===== config.mk =====
export PLATFORM = sky130hd
export DESIGN_NAME = demux_fifo4
export DESIGN_NICKNAME = d
export VERILOG_FILES = /design/src/rtl/demux_fifo4.sv
export SDC_FILE = /design/constraint.sdc
export NUM_CORES = 1
export LEC_CHECK = 0
export ABC_AREA = 1
export CAP_MARGIN = 20
export CORE_ASPECT_RATIO = 1.5
export CORE_UTILIZATION = 52
export CTS_CLUSTER_DIAMETER = 30
export CTS_CLUSTER_SIZE = 20
export DETAILED_ROUTE_END_ITERATION = 6
export GPL_TIMING_DRIVEN = 0
export PLACE_DENSITY = 0.87
export REMOVE_ABC_BUFFERS = 1
export SLEW_MARGIN = 20
export SYNTH_ARGS = -nofsm -noshare
export SYNTH_HDL_FRONTEND = slang
export SYNTH_SLANG_ARGS = --single-unit

===== constraint.sdc =====
create_clock -name clk -period 2 [get_ports clk]
set_clock_uncertainty 0.05 [all_clocks]
set_input_delay 0.3 -clock clk [delete_from_list [all_inputs] [get_ports clk]]
set_output_delay 0.3 -clock clk [all_outputs]
set_load 0.005 [all_outputs]

===== src/rtl/demux_fifo4.sv =====
// demux_fifo4: routes the class-mux word stream into four per-class FIFOs.
// Class ID is data_in[11:10]; an all-zero word is idle. Each FIFO has its own
// pop, registered read data (1-cycle latency), valid pulse and status flags.
// Optional feature: define DEMUX_DROP_CNT_EN to add the 8-bit saturating
// drop_cnt output counting words dropped on a full FIFO.
module demux_fifo4 #(
    parameter int DEPTH = 4,
    parameter int AF_TH = 3
) (
    input  logic        clk,
    input  logic        reset_L,
    input  logic [11:0] data_in,
    input  logic [3:0]  pop,
    output logic [11:0] data_out0,
    output logic [11:0] data_out1,
    output logic [11:0] data_out2,
    output logic [11:0] data_out3,
    output logic [3:0]  valid_out,
    output logic [3:0]  empty,
    output logic [3:0]  full,
    output logic [3:0]  almost_full,
    output logic        overflow,
    output logic        underflow
`ifdef DEMUX_DROP_CNT_EN
    ,
    output logic [7:0]  drop_cnt
`endif
);

    localparam int PW = $clog2(DEPTH);
    localparam int CW = PW + 1;
    localparam logic [CW-1:0] DEPTH_C = CW'(DEPTH);
    localparam logic [CW-1:0] AF_C    = CW'(AF_TH);
    localparam logic [CW-1:0] ZERO_C  = CW'(0);

    logic [11:0]   mem_q      [4][DEPTH];
    logic [11:0]   mem_d      [4][DEPTH];
    logic [PW-1:0] wr_ptr_q   [4];
    logic [PW-1:0] wr_ptr_d   [4];
    logic [PW-1:0] rd_ptr_q   [4];
    logic [PW-1:0] rd_ptr_d   [4];
    logic [CW-1:0] cnt_q      [4];
    logic [CW-1:0] cnt_d      [4];
    logic [11:0]   data_out_q [4];
    logic [11:0]   data_out_d [4];
    logic [3:0]    valid_out_q;
    logic [3:0]    valid_out_d;
    logic          overflow_q;
    logic          overflow_d;
    logic          underflow_q;
    logic          underflow_d;

    logic          push_v_s;
    logic [3:0]    push_hit_s;
    logic [3:0]    push_ok_s;
    logic [3:0]    pop_ok_s;
    logic [3:0]    drop_s;
    logic [3:0]    pop_empty_s;

    // Status flags decoded straight from the occupancy counts
    always_comb begin
        for (int n = 0; n < 4; n++) begin
            empty[n]       = (cnt_q[n] == ZERO_C);
            full[n]        = (cnt_q[n] == DEPTH_C);
            almost_full[n] = (cnt_q[n] >= AF_C);
        end
    end

    // Decode push target and qualify pushes/pops against the flags
    always_comb begin
        push_v_s = (data_in != 12'h000);
        for (int n = 0; n < 4; n++) begin
            push_hit_s[n]  = push_v_s && (data_in[11:10] == 2'(n));
            pop_ok_s[n]    = pop[n] && !empty[n];
            // A pop on a full FIFO frees the slot the incoming word takes
            push_ok_s[n]   = push_hit_s[n] && (!full[n] || pop[n]);
            drop_s[n]      = push_hit_s[n] && full[n] && !pop[n];
            pop_empty_s[n] = pop[n] && empty[n];
        end
    end

    // Next-state for storage, pointers, counts and registered read port
    always_comb begin
        mem_d       = mem_q;
        wr_ptr_d    = wr_ptr_q;
        rd_ptr_d    = rd_ptr_q;
        cnt_d       = cnt_q;
        data_out_d  = data_out_q;
        valid_out_d = 4'b0000;
        for (int n = 0; n < 4; n++) begin
            if (push_ok_s[n]) begin
                mem_d[n][wr_ptr_q[n]] = data_in;
                wr_ptr_d[n]           = wr_ptr_q[n] + PW'(1);
            end else begin
                wr_ptr_d[n] = wr_ptr_q[n];
            end
            if (pop_ok_s[n]) begin
                data_out_d[n]  = mem_q[n][rd_ptr_q[n]];
                rd_ptr_d[n]    = rd_ptr_q[n] + PW'(1);
                valid_out_d[n] = 1'b1;
            end else begin
                data_out_d[n]  = data_out_q[n];
                rd_ptr_d[n]    = rd_ptr_q[n];
                valid_out_d[n] = 1'b0;
            end
            case ({push_ok_s[n], pop_ok_s[n]})
                2'b10:   cnt_d[n] = cnt_q[n] + CW'(1);
                2'b01:   cnt_d[n] = cnt_q[n] - CW'(1);
                default: cnt_d[n] = cnt_q[n];
            endcase
        end
        overflow_d  = overflow_q  | (|drop_s);
        underflow_d = underflow_q | (|pop_empty_s);
    end

    // Storage array; contents are don't-care after reset so no reset here
    always_ff @(posedge clk) begin
        mem_q <= mem_d;
    end

    // Control state with asynchronous active-low reset
    always_ff @(posedge clk or negedge reset_L) begin
        if (!reset_L) begin
            for (int n = 0; n < 4; n++) begin
                wr_ptr_q[n]   <= '0;
                rd_ptr_q[n]   <= '0;
                cnt_q[n]      <= '0;
                data_out_q[n] <= 12'h000;
            end
            valid_out_q <= 4'b0000;
            overflow_q  <= 1'b0;
            underflow_q <= 1'b0;
        end else begin
            wr_ptr_q    <= wr_ptr_d;
            rd_ptr_q    <= rd_ptr_d;
            cnt_q       <= cnt_d;
            data_out_q  <= data_out_d;
            valid_out_q <= valid_out_d;
            overflow_q  <= overflow_d;
            underflow_q <= underflow_d;
        end
    end

`ifdef DEMUX_DROP_CNT_EN
    logic [7:0] drop_cnt_q;
    logic [7:0] drop_cnt_d;

    // Saturating count of words dropped on a full FIFO
    always_comb begin
        if ((|drop_s) && (drop_cnt_q != 8'hFF)) begin
            drop_cnt_d = drop_cnt_q + 8'h01;
        end else begin
            drop_cnt_d = drop_cnt_q;
        end
    end

    // Drop counter register
    always_ff @(posedge clk or negedge reset_L) begin
        if (!reset_L) begin
            drop_cnt_q <= 8'h00;
        end else begin
            drop_cnt_q <= drop_cnt_d;
        end
    end

    assign drop_cnt = drop_cnt_q;
`endif

    assign data_out0 = data_out_q[0];
    assign data_out1 = data_out_q[1];
    assign data_out2 = data_out_q[2];
    assign data_out3 = data_out_q[3];
    assign valid_out = valid_out_q;
    assign overflow  = overflow_q;
    assign underflow = underflow_q;

endmodule


Word level (Yosys, flattened, before mapping)
Index checks and enable logic that the tools add are counted.
- input bits: 18
- RAM bits: 0
- logic and storage cells: 180
- bits in registers: 274
- bits in latches: 0
- memories kept: 0
- memory bits (read-only): 0
- equality and inequality tests: 15
- multipliers: 0
- reduce and logical (&&, ||, !) cells: 56
- order comparisons: 16
- add/subtract/negate cells: 16
- shifts and indexed selects: 0
- bitwise logic cells: 10
- divide/modulo/power cells: 0
- mux-type cells: 32
- operators by type and width (operator ; count):
    48-bit bitwise mux ; 4
    12-bit two-way mux ; 12
    12-bit binary-select mux with 2-bit select ; 4
    12-bit demux with 2-bit select ; 4
    1-bit logical AND ; 28
    3-bit >= comparator (second input constant) ; 8
    2-bit inverter with 3-bit output ; 8
    3-bit case mux with 2 select lines ; 4
    2-bit by 1-bit adder with 2-bit output (second input constant) ; 8
    3-bit by 1-bit adder with 3-bit output (second input constant) ; 4
    2-bit == test (second input constant) ; 6
    3-bit == test (second input constant) ; 4
    3-bit by 2-bit >= comparator with 1-bit output (second input constant) ; 4
    1-bit logical NOT ; 12
    3-bit logical NOT ; 4
    3-bit by 1-bit less-than comparator with 1-bit output (second input constant) ; 4
    12-bit nonzero test ; 1
    3-bit by 1-bit subtractor with 3-bit output (second input constant) ; 4
    2-bit by 1-bit == test with 1-bit output (second input constant) ; 5
    2-bit nonzero test ; 4
    4-bit OR reduction ; 2
    1-bit logical OR ; 4
    1-bit two-way mux ; 4
    2-bit logical NOT ; 1
    1-bit bitwise OR ; 2

Longest topological paths before layout
- depth in word-level cells: 6
- depth in mapped cells: 11
- mapped depth without buffers: 11

Worst setup path before layout
OpenSTA, ideal clock, no wires.
- kind: reg2reg
- from: register cnt_q[9] (netlist bit)
- to: register cnt_q[11] (netlist bit)
- clock period less this slack: 2008 ps
- library setup time: 131 ps
- arrival: 1827 ps
- required time: 1819 ps
- cell stages (with the launch flop): 12
- setup slack: -8 ps
- buffers on the path: 0
- path through: dfrtp_1 > inv_1 > nand3_1 > inv_1 > nand2_1 > nand3_2 > ha_1 > inv_1 > fa_1 > a21oi_1 > o21ai_0 > xor2_1
- word-level cells in the longest chain between the ends: 6
- RTL lines (element ; line ; source):
    start, declared ; 42 ; logic [CW-1:0] cnt_q [4];
    start signal, assigned ; 136 ; cnt_q <= cnt_d;
    3-bit == test * ; 64 ; full[n] = (cnt_q[n] == DEPTH_C);
    via full[0] ; 20 ; output logic [3:0] full,
    1-bit logical NOT * ; 76 ; push_ok_s[n] = push_hit_s[n] && (!full[n] || pop[n]);
    1-bit logical OR * ; 76 ;
    1-bit logical AND * ; 76 ;
    2-bit by 1-bit == test with 1-bit output or 2-bit == test (tied branches) ; 106 ; case ({push_ok_s[n], pop_ok_s[n]})
    3-bit case mux with 2 select lines or 2-bit nonzero test (tied branches) ; -- ;
The timed path passes the listed nets; every way through them passes the cells marked *.
A chain may end at the register's enable or synchronous reset.

Worst setup path in the final report
- from: register cnt_q[1] (netlist bit)
- to: register cnt_q[2] (netlist bit)
- word-level cells in the longest chain between the ends: 6
- RTL lines (element ; line):
    3-bit == test ; 64
    1-bit logical NOT ; 76
    1-bit logical OR ; 76
    1-bit logical AND ; 76
    2-bit by 1-bit == test with 1-bit output or 2-bit == test (tied branches) ; 106
    3-bit case mux with 2 select lines or 2-bit nonzero test (tied branches) ; --
Several ways; a longest one is shown, not always the timed one.

==> reports/qor.csv <==
metric;value;unit
cts_root_buffer;clkbuf_16;
violations;setup timing;
p_per_area;1520;nW/um^2
synth_most_common_cell;edfxtp_1;
startpoint_type;flip-flop;
totalPowerFinal;20.7;mW
max_freq;0.482;GHz
layout-drive-gt1-share;0.178;
finalHoldViolCount;0;
gr-total-overflow;0;
io_pins;84;
design_area;13600;sq um
ir_drop;0.869;mV
antenna_found_initial;0;
wl_per_cell;18.9;microns
cts_tree;yes;
worst_pin_slew;0.728;ns
yosysTopAreaCell;edfxtp_1;
num_antenna_cells;0;
antenna_left;0;
fillers;1312;
finalWorstSetupSlack;-0.0759;ns
grt.met2_usage;0.409;
core_area;20600;sq um
core.rowCount;64;
synth_commonest_cells;edfxtp_1, nand2_1, nor2_1;
synth_area_leaders;edfxtp_1, dfrtp_1, nand2_1, nor2_1, o21ai_0;
viasPerCell;5.56;
clk_pin_slew;0.06;ns
async_reset_ff_frac;0.299;
relSlewSlack;0.514;
place_inst;1222;
dpl_cell_area;12000;sq um
worstSkewPairLatency;0.55;ns
port_buffers;83;
cap_violations;0;
yosys_warnings;0;
cp.arrival;2.45;ns
syn2layout_area_growth;23.8;%
numCtsBuffers;31;
busiest_layer;met2;
path_class;flip-flop to flip-flop;
remaining_drc_errors;0;
grt_pass1_wl;38.4;mm
ys.flop_type;edfxtp_1;
fin_crit;2.08;ns
grt_start_max_net_pins;38;
dpl.hpwl;14.0;mm
place_congestion;0.756;
use_met3;0.0335;
yosysSeqAreaShare;0.710;
grt_usage;0.230;
h-tree-depth;1;
rsz0062_at_grt;yes;
synth_cell_types;33;
worst-path-max-fanout;3;
drt_iter0_drc;675;
dieWidth;121;microns
stdcell_count;1318;
clock_path_buffers;3;
leakagePower;5.33;nW
via_count;7327;
die_y;180;microns
start_util;0.535;
end_kind;flip-flop;
use_met1;0.272;
ys_ff_latch;274;
outcome;finished with violations;
wl;24.9;mm
syn_area_per_cell;12.2;sq um
grt_pass1_vias;7430;
synth_area;11000;sq um
critical_path_required;2.37;ns
synthCells;904;
cts.sinks;274;
timing.hold.ws;0.125;ns
hold_class;input port to async pin;
reg2reg_depth;10;
period_share;1.04;
fp.dieArea;21800;sq um
finalSetupViolations;2;
drv_slew;0;
final_net_count;1071;
synth-edff-count;192;
firstDrtPassIters;5;
synth_top_area_frac;0.524;
utilization;0.662;
## logic make-up after synthesis
group | share of synthesized area
AOI/OAI and AO/OA | 0.0799
DFF | 0.710
and+or+nand+nor | 0.124
buffers and inverters | 0.0432
xor gates and xnor gates | 0.0126
adders and majority gates | 0.0300
## power by group
| group | total, mW | internal [mW] | switching, mW |
|---|---|---|---|
| registers | 8.40 | 7.33 | 1.07 |
| clock network | 5.73 | 3.46 | 2.27 |
| logic | 6.53 | 2.88 | 3.64 |
| total | 20.7 | 13.7 | 6.98 |
## critical path, stage by stage, from the launching register on
cell and delay, ns:
dfrtp_2 0.42, buf_6 0.13, nor3_4 0.16, nand2_2 0.09, nand2_4 0.08, ha_4 0.15, inv_4 0.03, fa_2 0.36
a21oi_2 0.19, o21ai_1 0.12, xor2_1 0.16
## metrics by stage
step	setup slack [ns]	TNS [ns]
after floorplan	-0.00880	-0.00880
after global placement	-2.53	-437.59
after detailed placement	-1.31	-241.02
after CTS	-0.0857	-0.160
after global routing	-0.107	-0.221
final	-0.0759	-0.0849
## path summary, 6_finish.rpt
path | from | to | slack, ns
worst max-delay path | cnt_q[1]$_DFFE_PN0P_ | cnt_q[2]$_DFFE_PN0P_ | -0.08
worst min-delay path | reset_L | data_out2[6]$_DFFE_PN0P_ | 0.13
worst max register to register | cnt_q[1]$_DFFE_PN0P_ | cnt_q[2]$_DFFE_PN0P_ | -0.08
worst min register to register | data_out1[0]$_DFFE_PN0P_ | data_out1[0]$_DFFE_PN0P_ | 0.42
max in group asynchronous | reset_L | data_out0[8]$_DFFE_PN0P_ | 1.04
min in group clk | data_in[4] | mem_q[76]$_DFFE_PP_ | 0.22
## per-layer routing
layer  vias up  share of wire
met5         -              0
met4         0          0.041
met3        82          0.073
met2       352           0.53
met1      3548           0.35
li1       3345              -
## final cells by class
type | count | area, sq um | share of cell area
flip-flops and latches | 274 | 7830 | 0.575
multi-input cells | 533 | 2930 | 0.215
repair buffers | 124 | 1180 | 0.0870
clock buffers | 40 | 820 | 0.0602
well taps | 264 | 330 | 0.0242
inverters | 65 | 289 | 0.0212
clock inverters | 18 | 241 | 0.0177
## timing repair
action / CTS / global route
hold buffers: 1 / 0
gates resized for setup: 109 / 34
endpoints found under the setup margin: 216 / 95
buffers inserted: 23 / 14
endpoints found under the hold margin: 53 / 0
pin swaps: 11 / 20
## sequential cells by signal (all words and copies together) (netlist names)
signal and count:
wr_ptr_q 8, valid_out 4, mem_q 192, data_out2 12
cnt_q 12, data_out1 12, underflow 1, data_out3 12
data_out0 12, overflow 1, rd_ptr_q 8
## layout by cell type, fill, tap and decap left out, drive strengths merged
cell type	synthesis	routed
o22ai	48	48
clkinvlp	0	4
clkinv	1	8
o21ai	108	108
nor3	4	4
clkbuf	4	41
clkdlybuf4s15	0	11
dfrtp	82	82
and2	1	1
xor2	11	11
xnor2	4	4
or2	1	1
nand2	174	174
dlymetal6s2s	0	1
dlygate4sd2	0	11
nor2	141	141
buf	28	41
clkdlybuf4s50	0	58
nand4	3	3
nand3	7	7
inv	64	67
bufinv	0	4
fa	4	4
edfxtp	192	192
a21oi	7	7
ha	20	20
dlygate4sd3	0	1
(Power assumes the default switching activity.)
==> variant (config.mk and constraints unchanged) <==
Set the parameter `DEPTH` to 2 (it was 4).
--- a/src/rtl/demux_fifo4.sv
+++ b/src/rtl/demux_fifo4.sv
@@ -4,7 +4,7 @@
 // Optional feature: define DEMUX_DROP_CNT_EN to add the 8-bit saturating
 // drop_cnt output counting words dropped on a full FIFO.
 module demux_fifo4 #(
-    parameter int DEPTH = 4,
+    parameter int DEPTH = 2,
     parameter int AF_TH = 3
 ) (
     input  logic        clk,
Behaviour: not the same (Yosys sat finds a counterexample within 4 cycles, from zero or initial values and one cycle with reset_L low).
==> variant against the original RTL <==
  * Maximum frequency grew 5.6%
  * Area after synthesis is 43% lower
  * Total power decreased by 41%
  * Cell area fell by 42%
  * Setup slack better by 110 ps
  * Count of clock-buffer cells in the layout decreased by 16
  * Sequential cell count decreased by 108
  * Critical path depth fell by 7
  * First-iteration DRC count decreased by 17%
  * Routed wire length is 45% lower
  * Critical path type is now reg -> out
==> variant: results (changes against the original RTL) <==
hold_path_class: "in -> async"
grt_antenna_before_repair: 0  # unchanged
setup_violations: 0  # -2
critPathSlowestCell: "clkdlybuf4s50_1"
synth_most_common_cell: "nand2_1"
relSlewSlack_pct: 57.61  # +6.2 points
leakage_nw: 3.070  # -42%
dp_hpwl_um: 8372  # -40%
ctsLongestPathBuffers: 2  # -1
synth_compound_area_share_pct: 6.357  # -1.6 points
yosysSeqAreaShare_pct: 73.81  # +2.8 points
status: "finished clean"
synthAdderAreaFrac_pct: 0.7971  # -2.2 points
post-place-ws_ps: -890.2  # +423.2 ps
cts_made_buffers: 17  # -45%
synthXorXnorAreaFrac_pct: 1.953  # +0.69 points
yosysWarnings: 0  # unchanged
place.gp.congestion: 0.7329  # -3.1%
largest_reg_flops: 96  # -50%
htree_levels: 4  # +3
grt_pass1_wl_um: 20860  # -46%
p_int_mw: 8.311  # -39%
wire_per_inst_um: 18.43  # -2.6%
cp_max_fo: 3  # unchanged
synth.area.top_cells: "edfxtp_1, dfrtp_1, nand2_1, a31oi_1, nor2_1"
clk_pin_slew_ps: 60  # about the same
drt_iter0_drc: 558  # -17%
n_fill_cell: 749  # -43%
grt_max_degree: 51  # +34%
ir_drop_mv: 0.9946  # +14%
dpl_cell_area_mm2: 0.007209  # -40%
critPathMaxStageDelay_ps: 530  # +110 ps
grt_pass1_vias: 4092  # -45%
root_buffer: "clkbuf_16"
clkLatencyLatePin_ps: 420  # -130 ps
drive_gt1_share_pct: 11.51  # -6.3 points
dr.pass1.iters: 5  # unchanged
async_flop_share_pct: 42.17  # +12 points
route.detailed.drc: 0  # unchanged
synth_flop_cell: "edfxtp_1"
ys_types: 24  # -27%
grt_use_total_pct: 22.79  # -0.23 points
netlist_top_cells_count: "nand2_1, edfxtp_1, dfrtp_1"
vias: 4034  # -45%
synth_enable_flop_cells: 96  # -50%
finalNetCount: 600  # -44%
variant: cell types whose count changed in the layout (fill, tap and decap cells not counted), sizes merged, moves of 16 or more:
cell | before | now
a31oi | 0 | 48
buf | 41 | 8
clkbuf | 41 | 24
edfxtp | 192 | 96
ha | 20 | 4
inv | 67 | 23
nand2 | 174 | 114
nor2 | 141 | 79
o21ai | 108 | 4
o22ai | 48 | 0
variant: path summary, 6_finish.rpt:
check | slack (ps) | cells after the start | endpoint | from
max | 30 | 3 | empty[0] | cnt_q[7]
min | 270 | 2 | rd_ptr_q[0] | reset_L
max reg2reg | 80 | 5 | mem_q[61] | cnt_q[5]
min reg2reg | 430 | 2 | wr_ptr_q[3] | wr_ptr_q[3]
max in group asynchronous | 1070 | 3 | cnt_q[4] | reset_L
min in group clk | 320 | 1 | mem_q[65] | data_in[5]
variant: routing by layer:
layer / up-vias / GRT usage (%) / wire, um
met5: - / 0 / 0
met1: 1964 / 26.09 / 4960
met3: 33 / 4.611 / 774
li1: 1841 / - / -
met4: 0 / 12.85 / 345
met2: 196 / 39.97 / 7579
variant: through the flow:
stage	setup TNS [ps]	utilization [%]	cells	power (mW)
after floorplan	0	-	467	6.854
after global placement	-189530	61.66	700	8.595
after detailed placement	-73580	61.88	701	8.825
after CTS	0	66.99	735	11.94
after global routing	-400.1	67.76	741	12.70
final	0	67.76	741	12.13
variant: layout make-up:
type	count	area [um^2]	share of cell area, %
Clock buffer	24	481.7	6.101
Inverter	23	86.33	1.094
Multi-Input combinational cell	279	1496	18.95
Sequential cell	166	4638	58.75
Timing Repair Buffer	91	930.9	11.79
Tap cell	150	187.7	2.377
Clock inverter	8	73.82	0.9350
variant: worst max-delay path, delay by kind of cell (launching register included):
kind	cells	cell delay, ps
buffers and inverters	2	680
and+or+nand+nor	1	130
DFF	1	400
variant: logic make-up after synthesis:
| family | Yosys count |
|---|---|
| simple gates | 201 |
| flops | 166 |
| buf+inv | 39 |
| xor+xnor | 14 |
| fa+ha+maj | 4 |
| compound gates | 59 |
variant: power groups by stage:
stage	Combinational, mW	Clock, mW	Sequential [mW]
2_1_floorplan	1.62	0	5.23
3_3_place_gp	3.28	0	5.31
3_5_place_dp	3.45	0	5.38
4_1_cts	3.55	3.05	5.34
5_1_grt	4.07	3.18	5.45
6_report	3.73	3.03	5.37
variant: repair_timing:
item | CTS | global route
gates cloned | 0 | 1
endpoints found under the hold margin | 20 | 0
pin swaps | 3 | 4
hold buffers | 1 | 0
gates resized for setup | 22 | 8
setup endpoints to repair | 91 | 33
buffers inserted | 1 | 5
